<file path="config.mk">
export PLATFORM = sky130hd
export DESIGN_NAME = writeback_unit_flat
export DESIGN_NICKNAME = d
export VERILOG_FILES = /design/src/rtl/writeback_unit_if.sv /design/src/rtl/writeback_unit.sv /design/src/flat_wrapper.sv
export SDC_FILE = /design/constraint.sdc
export NUM_CORES = 1
export LEC_CHECK = 0
export BUFFER_PORTS_ARGS = -buffer_cell sky130_fd_sc_hd__clkbuf_2
export CAP_MARGIN = 0
export CORE_UTILIZATION = 25
export CTS_BUF_LIST = sky130_fd_sc_hd__clkbuf_4
export CTS_CLUSTER_DIAMETER = 60
export DETAILED_ROUTE_END_ITERATION = 10
export PLACE_DENSITY_LB_ADDON = 0.1
export SLEW_MARGIN = 25
export SYNTH_ARGS = -nofsm -noshare
export SYNTH_HDL_FRONTEND = slang
export SYNTH_SLANG_ARGS = --single-unit
</file>
<file path="constraint.sdc">
create_clock -name clk -period 3.56 [get_ports clk]
set_input_delay 0.356 -clock clk [delete_from_list [all_inputs] [get_ports clk]]
set_output_delay 0.356 -clock clk [all_outputs]
set_load 0.05 [all_outputs]
</file>
<file path="src/rtl/writeback_unit_if.sv">
// Writeback port bundle: ALU commit, LSU load response, load issue, RF write and forwarding.
// Pure wiring, no latency of its own.
// lsu_valid/lsu_ready carry the only backpressure; the ALU and issue inputs cannot be stalled.
interface writeback_unit_if #(
  parameter int ADDR_WIDTH = 5,
  parameter int DATA_WIDTH = 32
);
  localparam int NREGS = 1 << ADDR_WIDTH;

  // ALU commit (no backpressure)
  logic                  alu_valid;
  logic [ADDR_WIDTH-1:0] alu_rd;
  logic [DATA_WIDTH-1:0] alu_data;

  // LSU load response (valid/ready)
  logic                  lsu_valid;
  logic                  lsu_ready;
  logic [ADDR_WIDTH-1:0] lsu_rd;
  logic [DATA_WIDTH-1:0] lsu_data;

  // Load issue notification and per-register pending scoreboard
  logic                  issue_ld_valid;
  logic [ADDR_WIDTH-1:0] issue_ld_rd;
  logic [NREGS-1:0]      pending;

  // Register-file write port
  logic                  rf_wen;
  logic [ADDR_WIDTH-1:0] rf_rd;
  logic [DATA_WIDTH-1:0] rf_dataD;

  // Register-file read indices and forwarding of the in-flight write
  logic [ADDR_WIDTH-1:0] rs1;
  logic [ADDR_WIDTH-1:0] rs2;
  logic                  fwd1_hit;
  logic                  fwd2_hit;
  logic [DATA_WIDTH-1:0] fwd1_data;
  logic [DATA_WIDTH-1:0] fwd2_data;

  // Writeback unit side
  modport slave (
    input  alu_valid, alu_rd, alu_data,
    input  lsu_valid, lsu_rd, lsu_data,
    output lsu_ready,
    input  issue_ld_valid, issue_ld_rd,
    output pending,
    output rf_wen, rf_rd, rf_dataD,
    input  rs1, rs2,
    output fwd1_hit, fwd2_hit, fwd1_data, fwd2_data
  );

  // Pipeline / environment side
  modport master (
    output alu_valid, alu_rd, alu_data,
    output lsu_valid, lsu_rd, lsu_data,
    input  lsu_ready,
    output issue_ld_valid, issue_ld_rd,
    input  pending,
    input  rf_wen, rf_rd, rf_dataD,
    output rs1, rs2,
    input  fwd1_hit, fwd2_hit, fwd1_data, fwd2_data
  );
endinterface

</file>
<file path="src/rtl/writeback_unit.sv">
// Writeback stage: merges ALU results and load responses into one registered RF write, tracks pending loads, forwards the in-flight write.
// Latency: 1 cycle from ALU valid or an unblocked load handshake to rf_wen; buffered loads wait behind ALU results and older entries.
// Backpressure: lsu_ready = !full of the load buffer; ALU always wins the write port and is never stalled.
module writeback_unit #(
  parameter int ADDR_WIDTH = 5,
  parameter int DATA_WIDTH = 32,
  parameter int DEPTH      = 2
) (
  input  logic             clk,
  input  logic             rst_n,
  writeback_unit_if.slave  wb
);

  localparam int NREGS = 1 << ADDR_WIDTH;
  localparam int PTR_W = (DEPTH > 1) ? $clog2(DEPTH) : 1;
  localparam int CNT_W = PTR_W + 1;

  typedef struct packed {
    logic [ADDR_WIDTH-1:0] rd;
    logic [DATA_WIDTH-1:0] data;
  } entry_t;

  // Load buffer state
  entry_t           mem_q [DEPTH];
  logic [PTR_W-1:0] wr_ptr_q, wr_ptr_d;
  logic [PTR_W-1:0] rd_ptr_q, rd_ptr_d;
  logic [CNT_W-1:0] count_q, count_d;

  // Output register and scoreboard
  logic                  rf_wen_q, rf_wen_d;
  logic [ADDR_WIDTH-1:0] rf_rd_q, rf_rd_d;
  logic [DATA_WIDTH-1:0] rf_data_q, rf_data_d;
  logic [NREGS-1:0]      pending_q, pending_d;

  logic   fifo_empty;
  logic   fifo_full;
  logic   lsu_hs;
  logic   push;
  logic   pop;
  logic   src_vld;
  logic   src_is_ld;
  entry_t src;
  entry_t lsu_entry;
  entry_t head;

  assign fifo_empty = (count_q == '0);
  assign fifo_full  = (count_q == CNT_W'(DEPTH));
  assign lsu_hs     = wb.lsu_valid & ~fifo_full;
  assign lsu_entry  = '{rd: wb.lsu_rd, data: wb.lsu_data};
  assign head       = mem_q[rd_ptr_q];

  // Pick the single source for the write port and decide buffer push/pop
  always_comb begin
    src_vld   = 1'b0;
    src_is_ld = 1'b0;
    src       = '{rd: rf_rd_q, data: rf_data_q};
    pop       = 1'b0;
    push      = 1'b0;
    if (wb.alu_valid) begin
      src_vld = 1'b1;
      src     = '{rd: wb.alu_rd, data: wb.alu_data};
      push    = lsu_hs;
    end else if (!fifo_empty) begin
      src_vld   = 1'b1;
      src_is_ld = 1'b1;
      src       = head;
      pop       = 1'b1;
      push      = lsu_hs;
    end else if (lsu_hs) begin
      // Buffer is empty and the port is free: load bypasses the buffer
      src_vld   = 1'b1;
      src_is_ld = 1'b1;
      src       = lsu_entry;
    end
  end

  // Next state of the output register: writes to x0 consume the source but never write
  always_comb begin
    rf_wen_d  = src_vld & (src.rd != '0);
    rf_rd_d   = rf_rd_q;
    rf_data_d = rf_data_q;
    if (src_vld) begin
      rf_rd_d   = src.rd;
      rf_data_d = src.data;
    end
  end

  // Buffer pointers and occupancy; simultaneous push and pop leaves count unchanged
  always_comb begin
    wr_ptr_d = wr_ptr_q;
    rd_ptr_d = rd_ptr_q;
    count_d  = count_q;
    if (push) wr_ptr_d = wr_ptr_q + PTR_W'(1);
    if (pop)  rd_ptr_d = rd_ptr_q + PTR_W'(1);
    case ({push, pop})
      2'b10:   count_d = count_q + CNT_W'(1);
      2'b01:   count_d = count_q - CNT_W'(1);
      default: count_d = count_q;
    endcase
  end

  // Scoreboard: clear on load retirement first so a same-index issue wins
  always_comb begin
    pending_d = pending_q;
    if (src_is_ld && (src.rd != '0)) pending_d[src.rd] = 1'b0;
    if (wb.issue_ld_valid && (wb.issue_ld_rd != '0)) pending_d[wb.issue_ld_rd] = 1'b1;
    pending_d[0] = 1'b0;
  end

  // Buffer storage: data only, validity is tracked by pointers and count
  always_ff @(posedge clk) begin
    if (push) mem_q[wr_ptr_q] <= lsu_entry;
  end

  // Control state with asynchronous reset
  always_ff @(posedge clk or negedge rst_n) begin
    if (!rst_n) begin
      wr_ptr_q  <= '0;
      rd_ptr_q  <= '0;
      count_q   <= '0;
      rf_wen_q  <= 1'b0;
      rf_rd_q   <= '0;
      rf_data_q <= '0;
      pending_q <= '0;
    end else begin
      wr_ptr_q  <= wr_ptr_d;
      rd_ptr_q  <= rd_ptr_d;
      count_q   <= count_d;
      rf_wen_q  <= rf_wen_d;
      rf_rd_q   <= rf_rd_d;
      rf_data_q <= rf_data_d;
      pending_q <= pending_d;
    end
  end

  // Outputs: registered write port, occupancy-only ready, combinational forwarding
  assign wb.lsu_ready = ~fifo_full;
  assign wb.pending   = pending_q;
  assign wb.rf_wen    = rf_wen_q;
  assign wb.rf_rd     = rf_rd_q;
  assign wb.rf_dataD  = rf_data_q;
  assign wb.fwd1_hit  = rf_wen_q & (rf_rd_q == wb.rs1) & (wb.rs1 != '0);
  assign wb.fwd2_hit  = rf_wen_q & (rf_rd_q == wb.rs2) & (wb.rs2 != '0);
  assign wb.fwd1_data = rf_data_q;
  assign wb.fwd2_data = rf_data_q;

endmodule

</file>
<file path="src/flat_wrapper.sv">
// flat-port wrapper written by rule: the top's interface ports become plain ports
module writeback_unit_flat 
#(
  parameter int ADDR_WIDTH = 5,
  parameter int DATA_WIDTH = 32,
  parameter int DEPTH      = 2
)
  (clk, rst_n, wb_alu_valid, wb_alu_rd, wb_alu_data, wb_lsu_valid, wb_lsu_rd, wb_lsu_data, wb_lsu_ready, wb_issue_ld_valid, wb_issue_ld_rd, wb_pending, wb_rf_wen, wb_rf_rd, wb_rf_dataD, wb_rs1, wb_rs2, wb_fwd1_hit, wb_fwd2_hit, wb_fwd1_data, wb_fwd2_data);
  writeback_unit_if #(.ADDR_WIDTH(ADDR_WIDTH), .DATA_WIDTH(DATA_WIDTH)) wb_i ();
  input  logic clk;
  input  logic rst_n;
  input wire logic [$bits(wb_i.alu_valid)-1:0] wb_alu_valid;
  input wire logic [$bits(wb_i.alu_rd)-1:0] wb_alu_rd;
  input wire logic [$bits(wb_i.alu_data)-1:0] wb_alu_data;
  input wire logic [$bits(wb_i.lsu_valid)-1:0] wb_lsu_valid;
  input wire logic [$bits(wb_i.lsu_rd)-1:0] wb_lsu_rd;
  input wire logic [$bits(wb_i.lsu_data)-1:0] wb_lsu_data;
  output wire logic [$bits(wb_i.lsu_ready)-1:0] wb_lsu_ready;
  input wire logic [$bits(wb_i.issue_ld_valid)-1:0] wb_issue_ld_valid;
  input wire logic [$bits(wb_i.issue_ld_rd)-1:0] wb_issue_ld_rd;
  output wire logic [$bits(wb_i.pending)-1:0] wb_pending;
  output wire logic [$bits(wb_i.rf_wen)-1:0] wb_rf_wen;
  output wire logic [$bits(wb_i.rf_rd)-1:0] wb_rf_rd;
  output wire logic [$bits(wb_i.rf_dataD)-1:0] wb_rf_dataD;
  input wire logic [$bits(wb_i.rs1)-1:0] wb_rs1;
  input wire logic [$bits(wb_i.rs2)-1:0] wb_rs2;
  output wire logic [$bits(wb_i.fwd1_hit)-1:0] wb_fwd1_hit;
  output wire logic [$bits(wb_i.fwd2_hit)-1:0] wb_fwd2_hit;
  output wire logic [$bits(wb_i.fwd1_data)-1:0] wb_fwd1_data;
  output wire logic [$bits(wb_i.fwd2_data)-1:0] wb_fwd2_data;
  assign wb_i.alu_valid = wb_alu_valid;
  assign wb_i.alu_rd = wb_alu_rd;
  assign wb_i.alu_data = wb_alu_data;
  assign wb_i.lsu_valid = wb_lsu_valid;
  assign wb_i.lsu_rd = wb_lsu_rd;
  assign wb_i.lsu_data = wb_lsu_data;
  assign wb_lsu_ready = wb_i.lsu_ready;
  assign wb_i.issue_ld_valid = wb_issue_ld_valid;
  assign wb_i.issue_ld_rd = wb_issue_ld_rd;
  assign wb_pending = wb_i.pending;
  assign wb_rf_wen = wb_i.rf_wen;
  assign wb_rf_rd = wb_i.rf_rd;
  assign wb_rf_dataD = wb_i.rf_dataD;
  assign wb_i.rs1 = wb_rs1;
  assign wb_i.rs2 = wb_rs2;
  assign wb_fwd1_hit = wb_i.fwd1_hit;
  assign wb_fwd2_hit = wb_i.fwd2_hit;
  assign wb_fwd1_data = wb_i.fwd1_data;
  assign wb_fwd2_data = wb_i.fwd2_data;
  writeback_unit #(.ADDR_WIDTH(ADDR_WIDTH), .DATA_WIDTH(DATA_WIDTH), .DEPTH(DEPTH)) u_core (.clk(clk), .rst_n(rst_n), .wb(wb_i));
endmodule
</file>
# Word-level counts from Yosys, hierarchy flattened
# Memory sizes are Yosys's and may differ from the RTL's.
# Cells that the tools add are included.
# totals
ramBits	74
word_cells	63
memories	1
register_bits	73
in_bits	94
out_inout_bits	137
# memory_table
name	depth	word_bits	read_ports	rd_ports_with_merged_regs	write_ports	line_no	source
u_core.mem_q	2	37	1	0	1	writeback_unit.sv:24	entry_t mem_q [DEPTH];
# classes
bitwise_logic	10
addsub	4
magnitude_cmp	4
reduce_logical	11
n_mux	20
eq_ne	6
# op_table
operator	count
$mux W37	3
$mux W32	2
$and A32 B32 Y32	1
$not A32 Y32	1
$or A32 B32 Y32	1
$reduce_bool A5 Y1	4
$lt A5 B6 Y1 const B	2
$mux W1	12
$demux W1 S5	2
$eq A5 B5 Y1	2
$ge A5 B1 Y1 const B	2
$and A1 B1 Y1	6
$eq A2 B2 Y1 const B	2
$logic_and A1 B1 Y1	4
$pmux W2 S2	1
$ne A3 B3 Y1 const B	1
$add A1 B1 Y1 const B	2
$add A2 B1 Y2 const B	1
$eq A2 B1 Y1 const B	1
$logic_not A2 Y1	1
$reduce_and A2 Y1	1
$reduce_bool A2 Y1	1
$sub A2 B1 Y2 const B	1
$not A1 Y1	1

# Logic depth before layout (Yosys ltp)
# logic_depth
word_depth	15
depth_mapped	9
mapped_depth_nobuf	7

# Least setup slack after synthesis
# No wires, ideal clock.
# synth_path
path_type	input -> register
start	input wb_alu_valid
end	memory u_core.mem_q[0][0] in the netlist's numbering, enable pin
path_slack_ps	426
path_buffers	2
t_arrival_ps	2703
setup_time_ps	431
t_required_ps	3129
stages	6
cell_sequence	buf_4 > buf_2 > inv_1 > nor2_1 > o21ai_0 > nor2_1
# synth_between
elab_chain_cells	3
# synth_rtl
element	line_no	source
from (decl)	flat_wrapper.sv:12	input wire logic [$bits(wb_i.alu_valid)-1:0] wb_alu_valid;
$mux W1	writeback_unit.sv:59	if (wb.alu_valid) begin
$mux W1	writeback_unit.sv:112	if (push) mem_q[wr_ptr_q] <= lsu_entry;
$mux W1 (not written as such)	writeback_unit.sv:112	
to (decl)	writeback_unit.sv:24	
# No other way between the ends.

# Worst setup path after layout
# layout_path
start	register u_core.count_q[1]
end	register u_core.pending_q[13] (netlist: u_core.wb.pending[13])
# layout_between
elab_chain_cells	15
elab_cells_between_ends	22
classes_between	order compare: 2; eq/ne: 1; mux: 10; bitwise: 5; reduce/logical: 4
# layout_rtl
element	line_no	source
from (decl)	writeback_unit.sv:27	logic [CNT_W-1:0] count_q, count_d;
from (signal assigned)	writeback_unit.sv:128	count_q <= count_d;
$eq A2 B2 Y1	writeback_unit.sv:47	assign fifo_full = (count_q == CNT_W'(DEPTH));
$not A1 Y1	writeback_unit.sv:48	assign lsu_hs = wb.lsu_valid & ~fifo_full;
$and A1 B1 Y1	writeback_unit.sv:48	
$mux W37	writeback_unit.sv:69	end else if (lsu_hs) begin
$mux W37	writeback_unit.sv:63	end else if (!fifo_empty) begin
$mux W37	writeback_unit.sv:59	
$lt A5 B6 Y1 (not written as such) / $ge A5 B1 Y1 (equally long branches)	writeback_unit.sv:105	if (src_is_ld && (src.rd != '0)) pending_d[src.rd] = 1'b0;
$logic_and A1 B1 Y1 (not written as such)	writeback_unit.sv:105	
$mux W1 (not written as such)	writeback_unit.sv:105	
$demux W1 S5	n/a	
$not A32 Y32 (no source line)	n/a	
$and A32 B32 Y32 (no source line)	n/a	
$mux W32 (*)	writeback_unit.sv:105	
$or A32 B32 Y32 (no source line)	n/a	
$mux W32 (*)	writeback_unit.sv:106	if (wb.issue_ld_valid && (wb.issue_ld_rd != '0)) pending_d[wb.issue_ld_rd] = 1'b1;
net u_core.pending_d[13]	writeback_unit.sv:33	logic [NREGS-1:0] pending_q, pending_d;
to (signal assigned)	writeback_unit.sv:132	pending_q <= pending_d;
to (decl)	writeback_unit.sv:33	
# The timed path passes the listed nets; every way through them passes the cells marked *. The select of a mux whose other input is x is not followed.
# A chain may end at the register's enable or synchronous reset.

==> results.json <==
{
  "ys_async_sr_fraction_pct": 49.7,
  "setup_tns_ns": 0,
  "syn_inst": 566,
  "ys_ff_latch": 147,
  "ys_warn_count": 0,
  "io_pins": 231,
  "synth_flop_cell": "edfxtp_1",
  "seq_power_share_pct": 32.9,
  "critPathBufInv": 1,
  "cellPowerDensity_nw_per_um2": 989,
  "drt_pass1_iterations": 4,
  "wl_mm": 20.3,
  "start_util_pct": 25.4,
  "cts_resized": 0,
  "critPathMaxStageDelay_ns": 0.57,
  "maxSlewHeadroom_pct": 39.4,
  "post_synth_num_cell_types": 59,
  "skew_ns": 0.0239,
  "cp.arrival_ns": 2.96,
  "post_cts_buffers": 0,
  "design_area_um2": 8770,
  "slowest_stage": "dfrtp_1",
  "synth_edf_count": 74,
  "ys_top_cells_by_area": "edfxtp_1 31%, dfrtp_1 26%, buf_4 7.6%",
  "status": "finished clean",
  "max_freq_ghz": 0.392,
  "cts_inserted_buffers": 17,
  "power.internal_mw": 3.96,
  "layout.nets": 855,
  "post-place-ws_ns": 0.754,
  "root_buffer": "clkbuf_4",
  "port_buffers": 229,
  "tritoncts": "done",
  "start_kind": "flop",
  "drt_iter0_drc": 166,
  "synth_area_um2": 7060,
  "hpwl_mm": 14.1,
  "gr-total-overflow": 0,
  "drive_gt1_share_pct": 40.4,
  "dpl.cell_count": 1083,
  "core_um2": 27800,
  "worst_slack_ns": 1.01,
  "required_ns": 3.97,
  "first_global_vias": 5108,
  "rsz0062_at_grt": "no",
  "dieArea_um2": 28900,
  "worstMarginPinSlew_ns": 0.900,
  "maxCapViolations": 0,
  "yosysTopAreaCell": "edfxtp_1",
  "crit_fanout": 30,
  "synth_nets": 661,
  "max-vdd-ir-drop_v": 0.000463,
  "setup-violations-final": 0,
  "crit_family": "compound AO/OA/AOI/OAI gates",
  "antenna_found_initial": 3,
  "power_frac_clock_pct": 13.5,
  "drv_slew": 0,
  "ys_top_cells_by_count": "74 x edfxtp_1, 73 x dfrtp_1, 71 x buf_4, 70 x nor2_1, 33 x mux2i_1",
  "drc": 0,
  "die_y_um": 170,
  "hold_violations": 0,
  "place_congestion": 0.783,
  "grt_max_degree": 62,
  "area_delta_synth_final_pct": 24.3,
  "period_needed_ns": 2.55,
  "grt_use_total_pct": 13.9,
  "die_width_um": 170,
  "p_leak_nw": 3.71,
  "ys_seq_area_share_pct": 57.4,
  "synth_top_area_share_pct": 31.5,
  "final_cells": 1153,
  "clkLatencyLatePin_ns": 0.54,
  "cts_sinks": 147,
  "clockBufferDepth": 2,
  "vias": 5127,
  "switching_share_pct": 54.3,
  "post_drt_wl_per_cell_um": 17.6,
  "rows": 61,
  "cts_hold_buf": 34,
  "switchingPower_mw": 4.71,
  "pwr-share-comb_pct": 53.6,
  "cts.clk_slew.worst_paths_ns": 0.13,
  "hold_path.class": "in -> reg",
  "critical_path_class": "reg -> reg",
  "htreeDepth": 4,
  "synth.avg_cell_area_um2": 12.5,
  "fin_crit_sh_pct": 71.7,
  "crit_path_end_kind": "flop",
  "routed_via_density": 4.45,
  "post_dp_cell_area_um2": 8090,
  "drt.antenna.violating_nets": 0,
  "yosysMostFrequentCell": "edfxtp_1",
  "grt_first_pass_wirelength_mm": 29.8,
  "critical_path.cell_chain": "o21bai_4 -> buf_4 -> o221a_2 -> nand4_2 -> o41ai_1 -> o21ai_0"
}
metrics by stage:
step                      total power [mW]  hold slack, ns  utilization (%)
after global placement                7.54           0.500             29.1
after CTS                             8.79         0.00349             31.5
after floorplan                       6.83          0.0604                -
after global routing                  9.14         0.00250             31.6
after detailed placement              7.56           0.494             29.1
final                                 8.68          0.0736             31.6
per-layer routing:
| layer | global-route usage (%) | routed length (µm) |
|---|---|---|
| met5 | 0 | 0 |
| met4 | 3.29 | 176 |
| met3 | 4.49 | 1150 |
| met2 | 22.9 | 9720 |
| met1 | 17.5 | 9230 |
placed cells by master (no fill, tap or decap), types with 2 or more instances in the layout:
cell type      Yosys  final
clkbuf_2           0    228
edfxtp_1          74     74
dfrtp_1           73     72
nor2_1            70     68
dlygate4sd3_1      0     36
mux2i_1           33     33
a21oi_1           31     31
a221oi_1          29     29
clkbuf_4           0     18
o21ai_1           15     15
o21ai_0           14     14
o41ai_1           14     14
o41ai_2           12     12
buf_4             71     12
nand2_1            8      8
o31ai_1            8      8
inv_1              7      7
xor2_1             7      7
xnor2_1            6      6
o22ai_1            6      6
nand3b_1           5      5
nand3_1            5      5
nor3_1             5      5
nor2_4             1      3
mux2_2             3      3
clkinv_2           0      3
clkinv_4           0      3
bufinv_16          0      3
diode_2            0      2
o21ai_2            2      2
nor4_1             2      2
a211oi_1           2      2
a221o_1            2      2
inv_2              2      2
inv_6              0      2
inv_8              0      2
worst register-to-register path: cells and delay by family (launching register included):
kind                   cells  cell delay [ns]
AO/OA/AOI/OAI              4             1.17
flip-flops                 1             0.57
buffers and inverters      1             0.45
AND/OR/NAND/NOR            1             0.24
power by group through the flow:
stage	clock, mW	sequential [mW]	combinational [mW]
after CTS	1.23	2.86	4.70
after global routing	1.29	2.94	4.91
after floorplan	0	3.94	2.89
after detailed placement	0	2.90	4.66
after global placement	0	2.88	4.66
final	1.17	2.85	4.65
final timing paths:
kind / from / to / slack [ns] / cells after the start
setup / recovery: u_core.count_q[1] / u_core.wb.pending[13] / 1.01 / 6
hold / removal: wb_lsu_rd[2] / u_core.mem_q[0][34] / 0.07 / 1
setup reg to reg: u_core.count_q[1] / u_core.wb.pending[13] / 1.01 / 6
hold reg to reg: u_core.wb.pending[5] / u_core.wb.pending[5] / 0.53 / 2
max in group asynchronous: rst_n / u_core.count_q[0] / 2.33 / 3
min in group asynchronous: rst_n / u_core.wb.fwd1_data[13] / 0.43 / 2
layout make-up:
class	instances	area [µm²]
diodes	2	5.00
clock buffers	18	135
clock inverters	14	179
fillers	2924	19000
inverters	10	40.0
multi-input cells	308	2300
flip-flops and latches	147	4050
well taps	378	473
repair buffers	276	1590
cells by family after synthesis:
| logic type | Yosys count | synth area share, % |
|---|---|---|
| buf+inv | 111 | 10.4 |
| xor+xnor | 13 | 1.61 |
| simple gates | 108 | 7.54 |
| mux | 37 | 5.35 |
| flops | 147 | 57.4 |
| fa+ha+maj | 1 | 0.177 |
| compound gates | 148 | 17.5 |
| other cells | 1 | 0.0531 |
flip-flops by register name (all words and copies together) (netlist names):
register	count
u_core.mem_q	74
u_core.wb.fwd1_data	32
u_core.wb.pending	31
u_core.wb.rf_rd	5
u_core.count_q	2
u_core.rd_ptr_q	1
u_core.wb.rf_wen	1
u_core.wr_ptr_q	1
Power figures use the tool's default switching activity.
